==> src/rtl/tour_cmd_sequencer_if.sv <==
// Command/response bundle between the tour sequencer and its neighbours:
// UART_wrapper command input, cmd_proc command output and handshakes, and the response byte.
interface tour_cmd_sequencer_if;
    logic [15:0] cmd_UART;
    logic        cmd_rdy_UART;
    logic        clr_cmd_rdy;
    logic        send_resp;
    logic [15:0] cmd;
    logic        cmd_rdy;
    logic [7:0]  resp;

    modport master (
        input  cmd_UART, cmd_rdy_UART, clr_cmd_rdy, send_resp,
        output cmd, cmd_rdy, resp
    );

    modport slave (
        output cmd_UART, cmd_rdy_UART, clr_cmd_rdy, send_resp,
        input  cmd, cmd_rdy, resp
    );
endinterface

==> src/rtl/tour_cmd_sequencer.sv <==
// Replays a stored knight's tour to cmd_proc as vertical-then-horizontal move commands;
// when idle, UART commands pass straight through.
module tour_cmd_sequencer #(
    parameter int NUM_MOVES = 24,
    localparam int IW = (NUM_MOVES > 1) ? $clog2(NUM_MOVES) : 1
) (
    input  logic          clk,
    input  logic          rst,
    input  logic          start_tour,
    output logic [IW-1:0] mv_indx,
    input  logic [7:0]    move,
    output logic          tour_busy,
    tour_cmd_sequencer_if.master bus
);

    typedef enum logic [2:0] {
        IDLE, VERT_ISSUE, VERT_ACK, VERT_DONE, HORZ_ISSUE, HORZ_ACK, HORZ_DONE, ABORT
    } state_t;

    localparam logic [3:0]    OP_VERT  = 4'h4;
    localparam logic [3:0]    OP_HORZ  = 4'h5;
    localparam logic [7:0]    HDG_N    = 8'h00;
    localparam logic [7:0]    HDG_W    = 8'h3F;
    localparam logic [7:0]    HDG_S    = 8'h7F;
    localparam logic [7:0]    HDG_E    = 8'hBF;
    localparam logic [7:0]    RESP_ACK = 8'hA5;
    localparam logic [7:0]    RESP_END = 8'h5A;
    localparam logic [7:0]    RESP_ERR = 8'hEE;
    localparam logic [IW-1:0] LAST_IDX = IW'(NUM_MOVES - 1);

    function automatic logic is_one_hot(input logic [7:0] m);
        return (m != 8'h00) && ((m & (m - 8'h01)) == 8'h00);
    endfunction

    function automatic logic [15:0] vert_cmd(input logic [7:0] m);
        case (m)
            8'h01, 8'h02: return {OP_VERT, HDG_N, 4'd2};
            8'h04, 8'h80: return {OP_VERT, HDG_N, 4'd1};
            8'h08, 8'h40: return {OP_VERT, HDG_S, 4'd1};
            8'h10, 8'h20: return {OP_VERT, HDG_S, 4'd2};
            default:      return 16'h0000;
        endcase
    endfunction

    function automatic logic [15:0] horz_cmd(input logic [7:0] m);
        case (m)
            8'h01, 8'h20: return {OP_HORZ, HDG_E, 4'd1};
            8'h02, 8'h10: return {OP_HORZ, HDG_W, 4'd1};
            8'h04, 8'h08: return {OP_HORZ, HDG_W, 4'd2};
            8'h40, 8'h80: return {OP_HORZ, HDG_E, 4'd2};
            default:      return 16'h0000;
        endcase
    endfunction

    state_t        state_r, state_nxt_s;
    logic [IW-1:0] mv_indx_r, mv_indx_nxt_s;
    logic [7:0]    move_lat_r, move_lat_nxt_s;
    logic [15:0]   cmd_seq_r, cmd_seq_nxt_s;
    logic          cmd_rdy_seq_r, cmd_rdy_seq_nxt_s;
    logic [7:0]    resp_r, resp_nxt_s;
    logic          tour_busy_r, tour_busy_nxt_s;

    // State register
    always_ff @(posedge clk) begin
        if (rst) begin
            state_r <= IDLE;
        end else begin
            state_r <= state_nxt_s;
        end
    end

    // Next-state decode; a clr_cmd_rdy in an ACK state only ever advances one step
    always_comb begin
        state_nxt_s = state_r;
        case (state_r)
            IDLE:       if (start_tour) state_nxt_s = VERT_ISSUE; else state_nxt_s = IDLE;
            VERT_ISSUE: if (!is_one_hot(move)) state_nxt_s = ABORT; else state_nxt_s = VERT_ACK;
            VERT_ACK:   if (bus.clr_cmd_rdy) state_nxt_s = VERT_DONE; else state_nxt_s = VERT_ACK;
            VERT_DONE:  if (bus.send_resp) state_nxt_s = HORZ_ISSUE; else state_nxt_s = VERT_DONE;
            HORZ_ISSUE: state_nxt_s = HORZ_ACK;
            HORZ_ACK:   if (bus.clr_cmd_rdy) state_nxt_s = HORZ_DONE; else state_nxt_s = HORZ_ACK;
            HORZ_DONE: begin
                if (bus.send_resp) begin
                    if (mv_indx_r == LAST_IDX) state_nxt_s = IDLE; else state_nxt_s = VERT_ISSUE;
                end else begin
                    state_nxt_s = HORZ_DONE;
                end
            end
            ABORT:      state_nxt_s = IDLE;
            default:    state_nxt_s = IDLE;
        endcase
    end

    // Next values of the registered outputs and the latched move
    always_comb begin
        mv_indx_nxt_s     = mv_indx_r;
        move_lat_nxt_s    = move_lat_r;
        cmd_seq_nxt_s     = cmd_seq_r;
        cmd_rdy_seq_nxt_s = cmd_rdy_seq_r;
        resp_nxt_s        = resp_r;
        tour_busy_nxt_s   = tour_busy_r;
        case (state_r)
            IDLE: begin
                if (start_tour) begin
                    mv_indx_nxt_s   = '0;
                    tour_busy_nxt_s = 1'b1;
                    resp_nxt_s      = RESP_ACK;
                end else begin
                    tour_busy_nxt_s = 1'b0;
                end
            end
            VERT_ISSUE: begin
                if (!is_one_hot(move)) begin
                    cmd_rdy_seq_nxt_s = 1'b0;
                    resp_nxt_s        = RESP_ERR;
                end else begin
                    move_lat_nxt_s    = move;
                    cmd_seq_nxt_s     = vert_cmd(move);
                    cmd_rdy_seq_nxt_s = 1'b1;
                end
            end
            VERT_ACK, HORZ_ACK: begin
                if (bus.clr_cmd_rdy) cmd_rdy_seq_nxt_s = 1'b0; else cmd_rdy_seq_nxt_s = 1'b1;
            end
            VERT_DONE: begin
                if (bus.send_resp) resp_nxt_s = RESP_ACK; else resp_nxt_s = resp_r;
            end
            HORZ_ISSUE: begin
                cmd_seq_nxt_s     = horz_cmd(move_lat_r);
                cmd_rdy_seq_nxt_s = 1'b1;
            end
            HORZ_DONE: begin
                if (bus.send_resp && (mv_indx_r == LAST_IDX)) begin
                    resp_nxt_s      = RESP_END;
                    tour_busy_nxt_s = 1'b0;
                    mv_indx_nxt_s   = '0;
                end else if (bus.send_resp) begin
                    mv_indx_nxt_s   = mv_indx_r + IW'(1);
                end else begin
                    mv_indx_nxt_s   = mv_indx_r;
                end
            end
            ABORT: begin
                // The error byte is presented only for the single ABORT cycle
                resp_nxt_s        = RESP_ACK;
                cmd_rdy_seq_nxt_s = 1'b0;
                tour_busy_nxt_s   = 1'b0;
                mv_indx_nxt_s     = '0;
            end
            default: begin
                cmd_rdy_seq_nxt_s = 1'b0;
                tour_busy_nxt_s   = 1'b0;
            end
        endcase
    end

    // Output and datapath registers
    always_ff @(posedge clk) begin
        if (rst) begin
            mv_indx_r     <= '0;
            move_lat_r    <= 8'h00;
            cmd_seq_r     <= 16'h0000;
            cmd_rdy_seq_r <= 1'b0;
            resp_r        <= RESP_ACK;
            tour_busy_r   <= 1'b0;
        end else begin
            mv_indx_r     <= mv_indx_nxt_s;
            move_lat_r    <= move_lat_nxt_s;
            cmd_seq_r     <= cmd_seq_nxt_s;
            cmd_rdy_seq_r <= cmd_rdy_seq_nxt_s;
            resp_r        <= resp_nxt_s;
            tour_busy_r   <= tour_busy_nxt_s;
        end
    end

    // cmd_rdy is gated by rst so a reset mid-handshake withdraws it without waiting a clock
    assign mv_indx     = mv_indx_r;
    assign tour_busy   = tour_busy_r;
    assign bus.resp    = resp_r;
    assign bus.cmd     = tour_busy_r ? cmd_seq_r : bus.cmd_UART;
    assign bus.cmd_rdy = !rst && (tour_busy_r ? cmd_rdy_seq_r : bus.cmd_rdy_UART);

endmodule

==> src/flat_wrapper.sv <==
// flat-port wrapper written by rule: the top's interface ports become plain ports
module tour_cmd_sequencer_flat 
#(
    parameter int NUM_MOVES = 24,
    localparam int IW = (NUM_MOVES > 1) ? $clog2(NUM_MOVES) : 1
)
  (clk, rst, start_tour, mv_indx, move, tour_busy, bus_cmd_UART, bus_cmd_rdy_UART, bus_clr_cmd_rdy, bus_send_resp, bus_cmd, bus_cmd_rdy, bus_resp);
  tour_cmd_sequencer_if bus_i ();
  input  logic clk;
  input  logic rst;
  input  logic start_tour;
  output logic [IW-1:0] mv_indx;
  input  logic [7:0] move;
  output logic tour_busy;
  input wire logic [$bits(bus_i.cmd_UART)-1:0] bus_cmd_UART;
  input wire logic [$bits(bus_i.cmd_rdy_UART)-1:0] bus_cmd_rdy_UART;
  input wire logic [$bits(bus_i.clr_cmd_rdy)-1:0] bus_clr_cmd_rdy;
  input wire logic [$bits(bus_i.send_resp)-1:0] bus_send_resp;
  output wire logic [$bits(bus_i.cmd)-1:0] bus_cmd;
  output wire logic [$bits(bus_i.cmd_rdy)-1:0] bus_cmd_rdy;
  output wire logic [$bits(bus_i.resp)-1:0] bus_resp;
  assign bus_i.cmd_UART = bus_cmd_UART;
  assign bus_i.cmd_rdy_UART = bus_cmd_rdy_UART;
  assign bus_i.clr_cmd_rdy = bus_clr_cmd_rdy;
  assign bus_i.send_resp = bus_send_resp;
  assign bus_cmd = bus_i.cmd;
  assign bus_cmd_rdy = bus_i.cmd_rdy;
  assign bus_resp = bus_i.resp;
  tour_cmd_sequencer #(.NUM_MOVES(NUM_MOVES)) u_core (.clk(clk), .rst(rst), .start_tour(start_tour), .mv_indx(mv_indx), .move(move), .tour_busy(tour_busy), .bus(bus_i));
endmodule
==> config.mk <==
export PLATFORM = sky130hd
export DESIGN_NAME = tour_cmd_sequencer_flat
export DESIGN_NICKNAME = d
export VERILOG_FILES = /design/src/rtl/tour_cmd_sequencer_if.sv /design/src/rtl/tour_cmd_sequencer.sv /design/src/flat_wrapper.sv
export SDC_FILE = /design/constraint.sdc
export NUM_CORES = 1
export LEC_CHECK = 0
export CAP_MARGIN = 0
export CORE_AREA = 3 3 70 72
export DETAILED_ROUTE_END_ITERATION = 7
export DIE_AREA = 0 0 73 75
export PLACE_DENSITY = 0.88
export SYNTH_ARGS = -nofsm -noshare
export SYNTH_HDL_FRONTEND = slang
export SYNTH_SLANG_ARGS = --single-unit
==> constraint.sdc <==
create_clock -name clk -period 5.4 [get_ports clk]
set_clock_uncertainty 0.2 [all_clocks]
set_input_delay 0.54 -clock clk [delete_from_list [all_inputs] [get_ports clk]]
set_output_delay 0.54 -clock clk [all_outputs]
set_load 0.02 [all_outputs]
==> impl_metrics.json <==
{
  "cell_internal_pwr_uw": 547.9,
  "nNetsFinal": 330,
  "path_class": "input pin to register",
  "cp-start-kind": "input pin",
  "clockRootBuffer": "clkbuf_8",
  "cts_setup_buffers": 0,
  "combPwrFrac_pct": 42.6,
  "hold_viol": 0,
  "clock_latency_ps": 290,
  "syn_inst": 256,
  "crit_fanout": 12,
  "maxSlewViolCount": 0,
  "p_leak_uw": 0.0009404,
  "syn-num-nets": 287,
  "final_common_cell": "clkdlybuf4s50_1",
  "die_area_um2": 5475,
  "rsz0062_at_grt": "no",
  "cts_resized": 0,
  "cap_violations": 0,
  "post_drt_wl_per_cell_um": 13.83,
  "grt_usage_pct": 17.91,
  "hold_path_class": "register to register",
  "critPathRequiredTime_ps": 5400,
  "setup_violations": 0,
  "postRouteAntennaNets": 0,
  "htreeDepth": 2,
  "yosys.area_share.simple_pct": 22.79,
  "die_h_um": 75,
  "end_kind": "register",
  "synth-async-reset-ratio_pct": 0,
  "grt_pass1_wl_mm": 7.831,
  "cts_buffers": 5,
  "core_um2": 4354,
  "synth-compound-area-share_pct": 26.69,
  "avgSynthCellArea_um2": 7.527,
  "synth_top_area_share_pct": 30.13,
  "power.switching_uw": 353.0,
  "synthAdderAreaFrac_pct": 0.6494,
  "clock_path_buffers": 2,
  "layout_common_cells": "clkdlybuf4s50_1, o21ai_0, dfxtp_1",
  "vias_per_cell": 5.636,
  "irDropWorstVdd_uv": 236.8,
  "hpwl_mm": 3.596,
  "synthXorXnorAreaFrac_pct": 5.455,
  "grt_max_degree": 27,
  "grt_overflow": 0,
  "power.density_nw_per_um2": 350.0,
  "holdBufCountCts": 0,
  "dr.pass1.iters": 4,
  "synth_edf_count": 0,
  "fill_cells": 389,
  "layout_min_cycle_time_ps": 3080,
  "synth_mux_area_share_pct": 5.325,
  "antennaDiodeCount": 0,
  "synth_seq_cells": 29,
  "setup_tns_ps": 0,
  "swShare_pct": 39.18,
  "drive_gt1_share_pct": 7.000,
  "initial_core_util_pct": 44.25,
  "vias": 1984,
  "cts.sinks": 29,
  "status": "completed",
  "first_global_vias": 1807,
  "stdcell_area_um2": 2574,
  "maxSlewHeadroom_pct": 14.57,
  "seq_area_frac_synth_pct": 30.13,
  "fin_crit_sh_pct": 57.04,
  "yosysWarnings": 0,
  "drc": 0,
  "ys_top_cells_by_area": "dfxtp_1, o21ai_0, nor2_1, a21oi_1, nand2_1",
  "ios": 61,
  "synth_top_family_by_area": "compound AO/OA/AOI/OAI gates",
  "dr.first_iter.drc_count": 153,
  "synth.cell_area_um2": 1927,
  "pwr-share-clk_pct": 22.3,
  "die_w_um": 73,
  "synth_ff_type": "dfxtp_1",
  "ys_types": 50,
  "p_seq_share_pct": 35.1,
  "synth_area_leader_cell": "dfxtp_1",
  "portBuffers": 60,
  "antenna_found_initial": 0,
  "rows": 24,
  "arrival_ps": 3080,
  "fmax_mhz": 324.7,
  "globalplace.congestion": 0.8540,
  "worst_slew_pin_slew_ps": 1272,
  "area_growth_pct": 33.57,
  "path_clk_slew_ps": 70,
  "place_area_um2": 2472,
  "cts_tree": "yes",
  "wl_mm": 4.869
}
-- cell families (layout without fill, tap and decap cells) --
logic type                 count (synthesis)  count (layout)
AOI/OAI and AO/OA                         81              81
xor gates and xnor gates                  12              12
adders and majority gates                  1               1
buffers and inverters                     37              81
DFF                                       29              29
muxes                                      9               9
and+or+nand+nor                           87              87
-- layer usage --
layer	vias up	part of all wire (%)	track usage (%)
met3	19	6.7	4.940
met2	70	48	29.49
met1	895	42	21.34
li1	1000	-	-
met4	0	3.0	9.221
met5	-	0	0
-- per-stage QoR --
step	power (uW)	std cells	hold WS [ps]	setup WS, ps	utilization, %
floorplan	567.8	256	247.9	3141	-
detailed placement	700.6	344	263.7	2106	56.78
finish	900.9	352	275.8	2320	59.11
global route	957.2	352	303.6	2136	59.11
global placement	691.9	344	260.6	2235	56.78
CTS	901.8	352	276.9	2360	59.11
-- sequential cells by signal, indices dropped and copies added, names as in the netlist --
| register | count |
|---|---|
| u_core.move_lat_r | 8 |
| u_core.cmd_rdy_seq_r | 1 |
| u_core.cmd_seq_r | 7 |
| u_core.bus.resp | 4 |
| u_core.tour_busy | 1 |
| u_core.mv_indx | 5 |
| u_core.state_r | 3 |
-- Yosys cell counts, types with 2 or more instances --
library cell and count:
o22ai_1 2, mux2_2 6, buf_1 2, nor4b_1 4, inv_1 12, a22oi_1 2
a31oi_1 5, nor3_1 7, o211ai_1 3, nand3_1 11, o31ai_1 3, nand2_1 18
nor2_1 26, a21oi_1 16, buf_2 6, a211oi_1 3, nand4_1 3, o21ai_0 32
mux2i_1 2, xnor2_1 5, o21bai_1 2, o311a_1 2, dfxtp_1 29, clkbuf_1 11
nor2b_1 8, buf_4 5, nand2b_1 2, xor2_1 7
-- final cells by class --
type	count	area (um2)	share of cell area, %
Clock buffer	7	96.34	3.743
Inverter	12	45.04	1.750
Sequential cell	29	580.6	22.56
Tap cell	52	65.06	2.528
Timing Repair Buffer	61	608.1	23.63
Multi-Input combinational cell	190	1174	45.60
Clock inverter	1	5.005	0.1945
-- path summary, 6_finish.rpt --
| check | slack [ps] | cells past startpoint | to | start |
|---|---|---|---|---|
| min | 280 | 2 | u_core.cmd_seq_r[11] | u_core.cmd_seq_r[11] |
| min reg2reg | 280 | 2 | u_core.cmd_seq_r[11] | u_core.cmd_seq_r[11] |
| max reg2reg | 2800 | 4 | u_core.cmd_seq_r[1] | u_core.state_r[0] |
| max | 2320 | 6 | u_core.cmd_seq_r[1] | move[5] |
-- worst max-delay path: stages --
cell	delay, ps
clkdlybuf4s50_1	590
a22oi_1	300
nand2_1	140
nor3_1	1030
a211oi_1	210
a211oi_1	260
-- power groups by stage --
stage / sequential, uW / clock [uW] / combinational, uW
final: 316 / 201 / 384
after global routing: 325 / 212 / 420
after CTS: 314 / 203 / 384
after detailed placement: 319 / 0 / 382
after global placement: 318 / 0 / 374
after floorplan: 286 / 0 / 282
Note: power is estimated with default switching activity, not from simulation.
